===== src/rtl/ahb_pkg.sv =====
// ahb_pkg: AHB-Lite encodings and per-master FSM states shared by the s1 arbiter
package ahb_pkg;
    localparam logic [1:0] HTRANS_IDLE   = 2'b00;
    localparam logic [1:0] HTRANS_BUSY   = 2'b01;
    localparam logic [1:0] HTRANS_NONSEQ = 2'b10;
    localparam logic [1:0] HTRANS_SEQ    = 2'b11;
    localparam logic [2:0] HBURST_SINGLE = 3'b000;
    localparam logic [1:0] HRESP_OKAY    = 2'b00;
    localparam logic [1:0] ST_IDLE       = 2'b00;
    localparam logic [1:0] ST_PEND       = 2'b01;
    localparam logic [1:0] ST_ISSUED     = 2'b10;
    localparam logic [1:0] ST_DATA       = 2'b11;

    function automatic logic is_xfer(logic [1:0] t);
        return t != HTRANS_IDLE && t != HTRANS_BUSY;
    endfunction
endpackage


===== src/rtl/ahb_s1_port.sv =====
// ahb_s1_port: per-master capture FSM, pending buffer and response generation
module ahb_s1_port
    import ahb_pkg::*;
#(
    parameter int ADDR_W = 32,
    parameter int DATA_W = 32
) (
    input  logic              clk,
    input  logic              rst_n,
    input  logic              hsel,
    input  logic [1:0]        htrans,
    input  logic [ADDR_W-1:0] haddr,
    input  logic [2:0]        hsize,
    input  logic [3:0]        hprot,
    input  logic              hwrite,
    input  logic              hready_s1,
    input  logic [DATA_W-1:0] hrdata_s1,
    input  logic [1:0]        hresp_s1,
    input  logic              grant,
    output logic              req,
    output logic              data_ph,
    output logic [ADDR_W-1:0] buf_addr,
    output logic [2:0]        buf_size,
    output logic [3:0]        buf_prot,
    output logic              buf_write,
    output logic              hready,
    output logic [DATA_W-1:0] hrdata,
    output logic [1:0]        hresp
);
    logic [1:0] state, state_nx;
    logic       cap;

    assign req     = state == ST_PEND;
    assign data_ph = state == ST_DATA;
    assign hready  = state == ST_IDLE ? 1'b1 : data_ph ? hready_s1 : 1'b0;
    assign hrdata  = data_ph ? hrdata_s1 : '0;
    assign hresp   = data_ph ? hresp_s1 : HRESP_OKAY;
    // cap implies hready, so it can only fire from IDLE or a completing DATA
    assign cap     = hready && hsel && is_xfer(htrans);

    always_comb begin
        state_nx = cap                               ? ST_PEND   :
                   data_ph && hready_s1              ? ST_IDLE   :
                   req && grant                      ? ST_ISSUED :
                   state == ST_ISSUED && hready_s1   ? ST_DATA   : state;
    end

    always_ff @(posedge clk or negedge rst_n) begin
        if (!rst_n) begin
            state     <= ST_IDLE;
            buf_addr  <= '0;
            buf_size  <= '0;
            buf_prot  <= '0;
            buf_write <= 1'b0;
        end else begin
            state <= state_nx;
            if (cap) begin
                buf_addr  <= haddr;
                buf_size  <= hsize;
                buf_prot  <= hprot;
                buf_write <= hwrite;
            end
        end
    end
endmodule


===== src/rtl/ahb_s1_arbiter.sv =====
// ahb_s1_arbiter: two-master round-robin AHB-Lite arbiter in front of the s1 slave
module ahb_s1_arbiter
    import ahb_pkg::*;
#(
    parameter int ADDR_W = 32,
    parameter int DATA_W = 32
) (
    input  logic              pll_core_cpuclk,
    input  logic              pad_cpu_rst_b,
    input  logic              hsel_m0,
    input  logic [1:0]        htrans_m0,
    input  logic [ADDR_W-1:0] haddr_m0,
    input  logic [2:0]        hsize_m0,
    input  logic [2:0]        hburst_m0,
    input  logic [3:0]        hprot_m0,
    input  logic              hwrite_m0,
    input  logic [DATA_W-1:0] hwdata_m0,
    output logic [DATA_W-1:0] hrdata_m0,
    output logic              hready_m0,
    output logic [1:0]        hresp_m0,
    input  logic              hsel_m1,
    input  logic [1:0]        htrans_m1,
    input  logic [ADDR_W-1:0] haddr_m1,
    input  logic [2:0]        hsize_m1,
    input  logic [2:0]        hburst_m1,
    input  logic [3:0]        hprot_m1,
    input  logic              hwrite_m1,
    input  logic [DATA_W-1:0] hwdata_m1,
    output logic [DATA_W-1:0] hrdata_m1,
    output logic              hready_m1,
    output logic [1:0]        hresp_m1,
    output logic              hsel_s1,
    output logic [1:0]        htrans_s1,
    output logic [ADDR_W-1:0] haddr_s1,
    output logic [2:0]        hsize_s1,
    output logic [2:0]        hburst_s1,
    output logic [3:0]        hprot_s1,
    output logic              hwrite_s1,
    output logic [DATA_W-1:0] hwdata_s1,
    input  logic [DATA_W-1:0] hrdata_s1,
    input  logic              hready_s1,
    input  logic [1:0]        hresp_s1
);
    logic              req0, req1, data0, data1, win0, win1, last_grant;
    logic [ADDR_W-1:0] addr0, addr1;
    logic [2:0]        size0, size1;
    logic [3:0]        prot0, prot1;
    logic              write0, write1;
    logic              unused_burst;

    // every issued transfer is re-cast as SINGLE, so master burst hints are dropped
    assign unused_burst = ^{hburst_m0, hburst_m1};
    assign hburst_s1    = HBURST_SINGLE;
    assign win0         = req0 && (!req1 || last_grant);
    assign win1         = req1 && (!req0 || !last_grant);
    assign hwdata_s1    = data0 ? hwdata_m0 : data1 ? hwdata_m1 : '0;

    ahb_s1_port #(.ADDR_W(ADDR_W), .DATA_W(DATA_W)) u_port0 (
        .clk(pll_core_cpuclk), .rst_n(pad_cpu_rst_b), .hsel(hsel_m0), .htrans(htrans_m0),
        .haddr(haddr_m0), .hsize(hsize_m0), .hprot(hprot_m0), .hwrite(hwrite_m0),
        .hready_s1(hready_s1), .hrdata_s1(hrdata_s1), .hresp_s1(hresp_s1),
        .grant(win0 && hready_s1), .req(req0), .data_ph(data0), .buf_addr(addr0),
        .buf_size(size0), .buf_prot(prot0), .buf_write(write0),
        .hready(hready_m0), .hrdata(hrdata_m0), .hresp(hresp_m0)
    );

    ahb_s1_port #(.ADDR_W(ADDR_W), .DATA_W(DATA_W)) u_port1 (
        .clk(pll_core_cpuclk), .rst_n(pad_cpu_rst_b), .hsel(hsel_m1), .htrans(htrans_m1),
        .haddr(haddr_m1), .hsize(hsize_m1), .hprot(hprot_m1), .hwrite(hwrite_m1),
        .hready_s1(hready_s1), .hrdata_s1(hrdata_s1), .hresp_s1(hresp_s1),
        .grant(win1 && hready_s1), .req(req1), .data_ph(data1), .buf_addr(addr1),
        .buf_size(size1), .buf_prot(prot1), .buf_write(write1),
        .hready(hready_m1), .hrdata(hrdata_m1), .hresp(hresp_m1)
    );

    always_ff @(posedge pll_core_cpuclk or negedge pad_cpu_rst_b) begin
        if (!pad_cpu_rst_b) begin
            last_grant <= 1'b1;
            hsel_s1    <= 1'b0;
            htrans_s1  <= HTRANS_IDLE;
            haddr_s1   <= '0;
            hsize_s1   <= '0;
            hprot_s1   <= '0;
            hwrite_s1  <= 1'b0;
        end else if (hready_s1) begin
            if (win0 || win1)
                last_grant <= win1;
            hsel_s1   <= win0 || win1;
            htrans_s1 <= win0 || win1 ? HTRANS_NONSEQ : HTRANS_IDLE;
            haddr_s1  <= win0 ? addr0 : win1 ? addr1 : '0;
            hsize_s1  <= win0 ? size0 : win1 ? size1 : '0;
            hprot_s1  <= win0 ? prot0 : win1 ? prot1 : '0;
            hwrite_s1 <= win0 ? write0 : win1 ? write1 : 1'b0;
        end
    end
endmodule


===== config.mk =====
export PLATFORM = sky130hd
export DESIGN_NAME = ahb_s1_arbiter
export DESIGN_NICKNAME = d
export VERILOG_FILES = /design/src/rtl/ahb_pkg.sv /design/src/rtl/ahb_s1_port.sv /design/src/rtl/ahb_s1_arbiter.sv
export SDC_FILE = /design/constraint.sdc
export NUM_CORES = 1
export LEC_CHECK = 0
export ABC_AREA = 1
export CAP_MARGIN = 20
export CELL_PAD_IN_SITES_DETAIL_PLACEMENT = 0
export CELL_PAD_IN_SITES_GLOBAL_PLACEMENT = 1
export CORE_ASPECT_RATIO = 2
export CORE_UTILIZATION = 27
export DETAILED_ROUTE_END_ITERATION = 6
export GPL_TIMING_DRIVEN = 0
export PLACE_DENSITY_LB_ADDON = 0.1
export RECOVER_POWER = 100
export SLEW_MARGIN = 20
export SYNTH_ARGS = -nofsm -noshare
export SYNTH_HDL_FRONTEND = slang
export SYNTH_SLANG_ARGS = --single-unit

===== constraint.sdc =====
create_clock -name pll_core_cpuclk -period 1.5 [get_ports pll_core_cpuclk]
set_input_delay 0.375 -clock pll_core_cpuclk [delete_from_list [all_inputs] [get_ports pll_core_cpuclk]]
set_output_delay 0.375 -clock pll_core_cpuclk [all_outputs]
set_load 0.005 [all_outputs]

; ---- Yosys cells after proc, flatten, opt, wreduce, memory -nomap -nowiden
; Cells that the tools add are included.
[classes]
n_eq_ne = 8
n_mux = 27
reduce_logical = 29
[ops]
columns = op, n
row1 = $mux 32, 6
row2 = $mux 2, 11
row3 = $logic_and 1x1->1, 16
row4 = $eq 2x2->1 const B, 4
row5 = $mux 4, 2
row6 = $reduce_bool 4->1, 2
row7 = $mux 1, 6
row8 = $mux 3, 2
row9 = $eq 2x1->1 const B, 2
row10 = $logic_not 2->1, 2
row11 = $ne 2x1->1 const B, 2
row12 = $reduce_bool 2->1, 2
row13 = $logic_not 1->1, 3
row14 = $logic_or 1x1->1, 3
row15 = $reduce_and 2->1, 1
[totals]
reg_bits = 128
inputBits = 193
output_inout_bits = 148
word_cells = 81

; ---- Longest topological paths before layout
[depth]
depth_word = 9
depth_mapped = 8
depth_no_buf = 6

; ---- Modules after synthesis
; Synthesis repeated with hierarchy kept, for this count alone.
[hier_totals]
cells_unflattened = 871
hier_area_um2 = 6404.9
[by_module_without_submodules]
columns = module, n_inst, cells_per_inst, area_each_um2, seq_area_each_um2
row1 = ahb_s1_port, 2, 261, 1951.9, 1051.0
row2 = ahb_s1_arbiter, 1, 349, 2501.1, 1052.3

; ---- Worst setup path before layout
; OpenSTA, ideal clock, no wires.
[synth_timing]
path_type = register -> output
start = register u_port0.state[1]
end = output hwdata_s1[25]
t_arrival_ns = 1.056
t_required_ns = 1.125
path_slack_ns = 0.069
stages_incl_launch_ff = 7
n_path_buf = 3
cell_sequence = dfrtp_1 -> buf_4 -> nand2_1 -> buf_4 -> buf_2 -> nand3_1 -> nand2_1
[synth_between]
elab_chain_cells = 2
[synth_rtl]
columns = item, line
row1 = "start, declared", ahb_s1_port.sv:30  ; logic [1:0] state, state_nx;
row2 = "start signal, assigned", ahb_s1_port.sv:56  ; state <= state_nx;
row3 = $eq 2x2->1, ahb_s1_port.sv:34  ; assign data_ph = state == ST_DATA;
row4 = $mux 32, ahb_s1_arbiter.sv:56  ; assign hwdata_s1 = data0 ? hwdata_m0 : data1 ? hwdata_m1 : '0;
row5 = "end, declared", ahb_s1_arbiter.sv:39  ; output logic [DATA_W-1:0] hwdata_s1,
; No other way between the ends.

; ---- Final worst setup path
[layout_timing]
start = register u_port1.state[1]
end = output hwdata_s1[21]
[layout_between]
elab_chain_cells = 3
[layout_rtl]
columns = item, line
row1 = "start, declared", ahb_s1_port.sv:30
row2 = "start signal, assigned", ahb_s1_port.sv:56
row3 = $eq 2x2->1, ahb_s1_port.sv:34
row4 = $mux 32 (2 in series), ahb_s1_arbiter.sv:56
; No other way between the ends.

==> results <==
## flip-flops by register name, summed over array words and instances (netlist names)
name               cells
u_port1.buf_size       3
u_port1.buf_prot       4
htrans_s1              1
hsize_s1               3
hprot_s1               4
u_port1.state          2
u_port0.buf_prot       4
u_port0.buf_write      1
hwrite_s1              1
u_port0.state          2
u_port1.buf_addr      32
u_port0.buf_size       3
haddr_s1              32
last_grant             1
u_port1.buf_write      1
u_port0.buf_addr      32
## path summary, 6_finish.rpt
path                                            from  slack, ns  depth (start not counted)                   end
worst max-delay path                u_port1.state[1]      -0.53                          6         hwdata_s1[21]
worst min-delay path            u_port1.buf_addr[13]       0.47                          2  u_port1.buf_addr[13]
worst max register to register      u_port0.state[1]      -0.21                         12           haddr_s1[0]
worst min register to register  u_port1.buf_addr[13]       0.47                          2  u_port1.buf_addr[13]
max in group asynchronous              pad_cpu_rst_b          0                          3   u_port0.buf_addr[1]
min in group asynchronous              pad_cpu_rst_b       0.66                          2          haddr_s1[15]
## cell type report
type	count	area, sq um
fillers	2049	9240
repair buffers	431	4490
multi-input cells	605	4070
flip-flops and latches	126	3160
plain buffers	68	769
clock buffers	24	502
well taps	280	350
inverters	44	193
clock inverters	7	60.1
diodes	1	2.50
## per-layer routing
metal / wire, um / global-route usage [%] / vias up
li1: - / - / 3639
met1: 10500 / 24.4 / 3766
met2: 17600 / 43.7 / 350
met3: 3090 / 7.90 / 59
met4: 1150 / 10.1 / 0
met5: 0 / 0 / -
## cells in the mapped netlist
master and count:
buf_1 1, conb_1 1, inv_2 5, a21boi_1 1, a21oi_1 3, nand2_1 249
nand2_2 4, clkbuf_1 25, nand3_1 270, buf_4 12, nor2_4 1, buf_6 4
buf_2 28, clkinv_1 1, o21ai_0 2, nor2_1 69, dfstp_2 1, dfrtp_1 125
inv_1 38, nor2_2 1
## power by group through the flow
stage               Clock [mW]  Combinational (mW)  Sequential, mW
floorplan                    0                4.08            5.82
global placement             0                9.29            6.02
detailed placement           0                9.34            6.04
CTS                       4.01                11.5            6.04
global route              4.16                16.3            6.50
finish                    3.96                15.3            6.34
## stage by stage
step                      cell area, sq um  instances
after floorplan                       6330        844
after global placement                9960       1452
after detailed placement              9990       1453
after CTS                            11200       1533
after global routing                 13600       1586
final                                13600       1586
## critical path, cell delays in order (launching register included)
cell      delay, ns
dfrtp_2        0.46
nand2_8        0.16
clkinv_8       0.11
buf_8          0.15
nand3_1        0.11
nand2_2        0.08
buf_4          0.16
## cells by family (layout without fill, tap and decap cells)
logic type,count (synthesis),count (layout)
AOI/OAI and AO/OA,6,6
buffers and inverters,114,574
and+or+nand+nor,594,595
DFF,126,126
other,1,5
## timing repair
item	CTS	global route
pin swaps	38	71
hold buffers	1	0
setup buffers	42	42
hold endpoints to repair	62	0
resized for setup	579	488
cloned	6	20
endpoints found under the setup margin	188	264
==> impl_metrics.py <==
metrics = {
    "run_status": {
        "outcome": "finished, violations left",
        "violations": "setup timing",
    },
    "pwr": {
        "swShare_pct": 39.5,
        "clkPwrFrac_pct": 15.5,
        "vdd_drop_max_v": 0.00134,
        "power.total_mw": 25.6,
        "power_frac_seq_pct": 24.8,
        "p_comb_share_pct": 59.7,
        "p_leak_nw": 7.22,
        "powerDensity_nw_per_um2": 1880,
        "p_int_mw": 15.5,
        "power.switching_mw": 10.1,
    },
    "finish": {
        "layout_commonest_cell": "clkdlybuf4s50_1",
        "final_cell_mix": "clkdlybuf4s50_1 (182), nand2_1 (171), nand3_1 (154)",
        "final_core_util_pct": 59.5,
        "areaGrowthSynthToFinish_pct": 115,
        "drive_gt1_share_pct": 43.8,
        "nNetsFinal": 1486,
    },
    "placed_design": {
        "dp_hpwl_um": 21600,
        "portBuffers": 328,
        "gp_congestion": 0.780,
        "place_ws_ns": -1.07,
    },
    "sta": {
        "fin_crit_sh_pct": 136,
        "finalHoldViolations": 0,
        "tightestPinTransition_ns": 0.954,
        "slew_headroom_pct": 36.4,
        "grt_setup_unrepaired": "yes",
        "fin_crit_ns": 2.03,
        "hold-worst-slack_ns": 0.470,
        "fin_ws_ns": -0.533,
        "tns_ns": -54.49,
        "slew_viol_final": 0,
        "setup_viol": 220,
        "fmax_mhz": 492,
        "fin_skew_ns": 0.00834,
    },
    "logic_synthesis": {
        "synth-adder-area-share_pct": 0,
        "ys_types": 20,
        "yosysSeqAreaShare_pct": 49.9,
        "synth_seq_cells": 126,
        "yosys.area_share.simple_pct": 41.0,
        "synth_area_leaders": "dfrtp_1 (50%), nand3_1 (21%), nand2_1 (15%), nor2_1 (4.1%), inv_1 (2.3%)",
        "yosysTopAreaCell": "dfrtp_1",
        "synth_compound_area_share_pct": 0.515,
        "synthesis.area_sq_um": 6320,
        "muxShareOfSynthArea_pct": 0,
        "avgSynthCellArea_sq_um": 7.51,
        "ys_warn_count": 0,
        "synthCells": 841,
        "netlist.area_leader.share_pct": 49.5,
        "synthXorXnorAreaFrac_pct": 0,
        "synth_top_family_by_area": "simple AND/OR/NAND/NOR gates",
    },
    "clocking": {
        "cts_buffer_depth": 2,
        "cts.root.buffer_cell": "clkbuf_16",
        "cts_sinks": 126,
        "htree_levels": 4,
        "cts_tree": "yes",
        "clkSlewWorstSetupHoldPaths_ns": 0.06,
        "cts_buffers": 17,
        "insertion_delay_ns": 0.42,
    },
    "route": {
        "via_count": 7814,
        "post_drt_via_cell_ratio": 4.93,
        "dr.pass1.iters": 5,
        "final_antenna_net_count": 0,
        "drtIter0Drc": 448,
        "wirelength_um": 32300,
        "drc": 0,
        "wl_per_cell_um": 20.4,
    },
    "job": {
        "drv_cap": 0,
    },
    "global_route": {
        "grt_overflow_total": 0,
        "grt_pass1_wl_um": 41800,
        "grt_pass1_vias": 7218,
        "grt_use_total_pct": 24.0,
        "grt_max_degree": 65,
        "antenna_found_initial": 1,
    },
    "floorplanning": {
        "ios": 341,
        "die_area_sq_um": 24000,
        "dieHeight_um": 218,
        "start_util_pct": 27.7,
        "fp-row-count": 78,
        "die_x_um": 110,
        "core_area_sq_um": 22800,
    },
    "worst_setup_path": {
        "end_kind": "primary output",
        "critPathArrivalTime_ns": 1.66,
        "cp.required_ns": 1.12,
        "path_max_fanout": 7,
        "worstSetupPathType": "reg -> out",
        "start_kind": "register",
    },
    "hold_path": {
        "min_path_type": "reg -> reg",
    },
}
(Power assumes the default switching activity.)
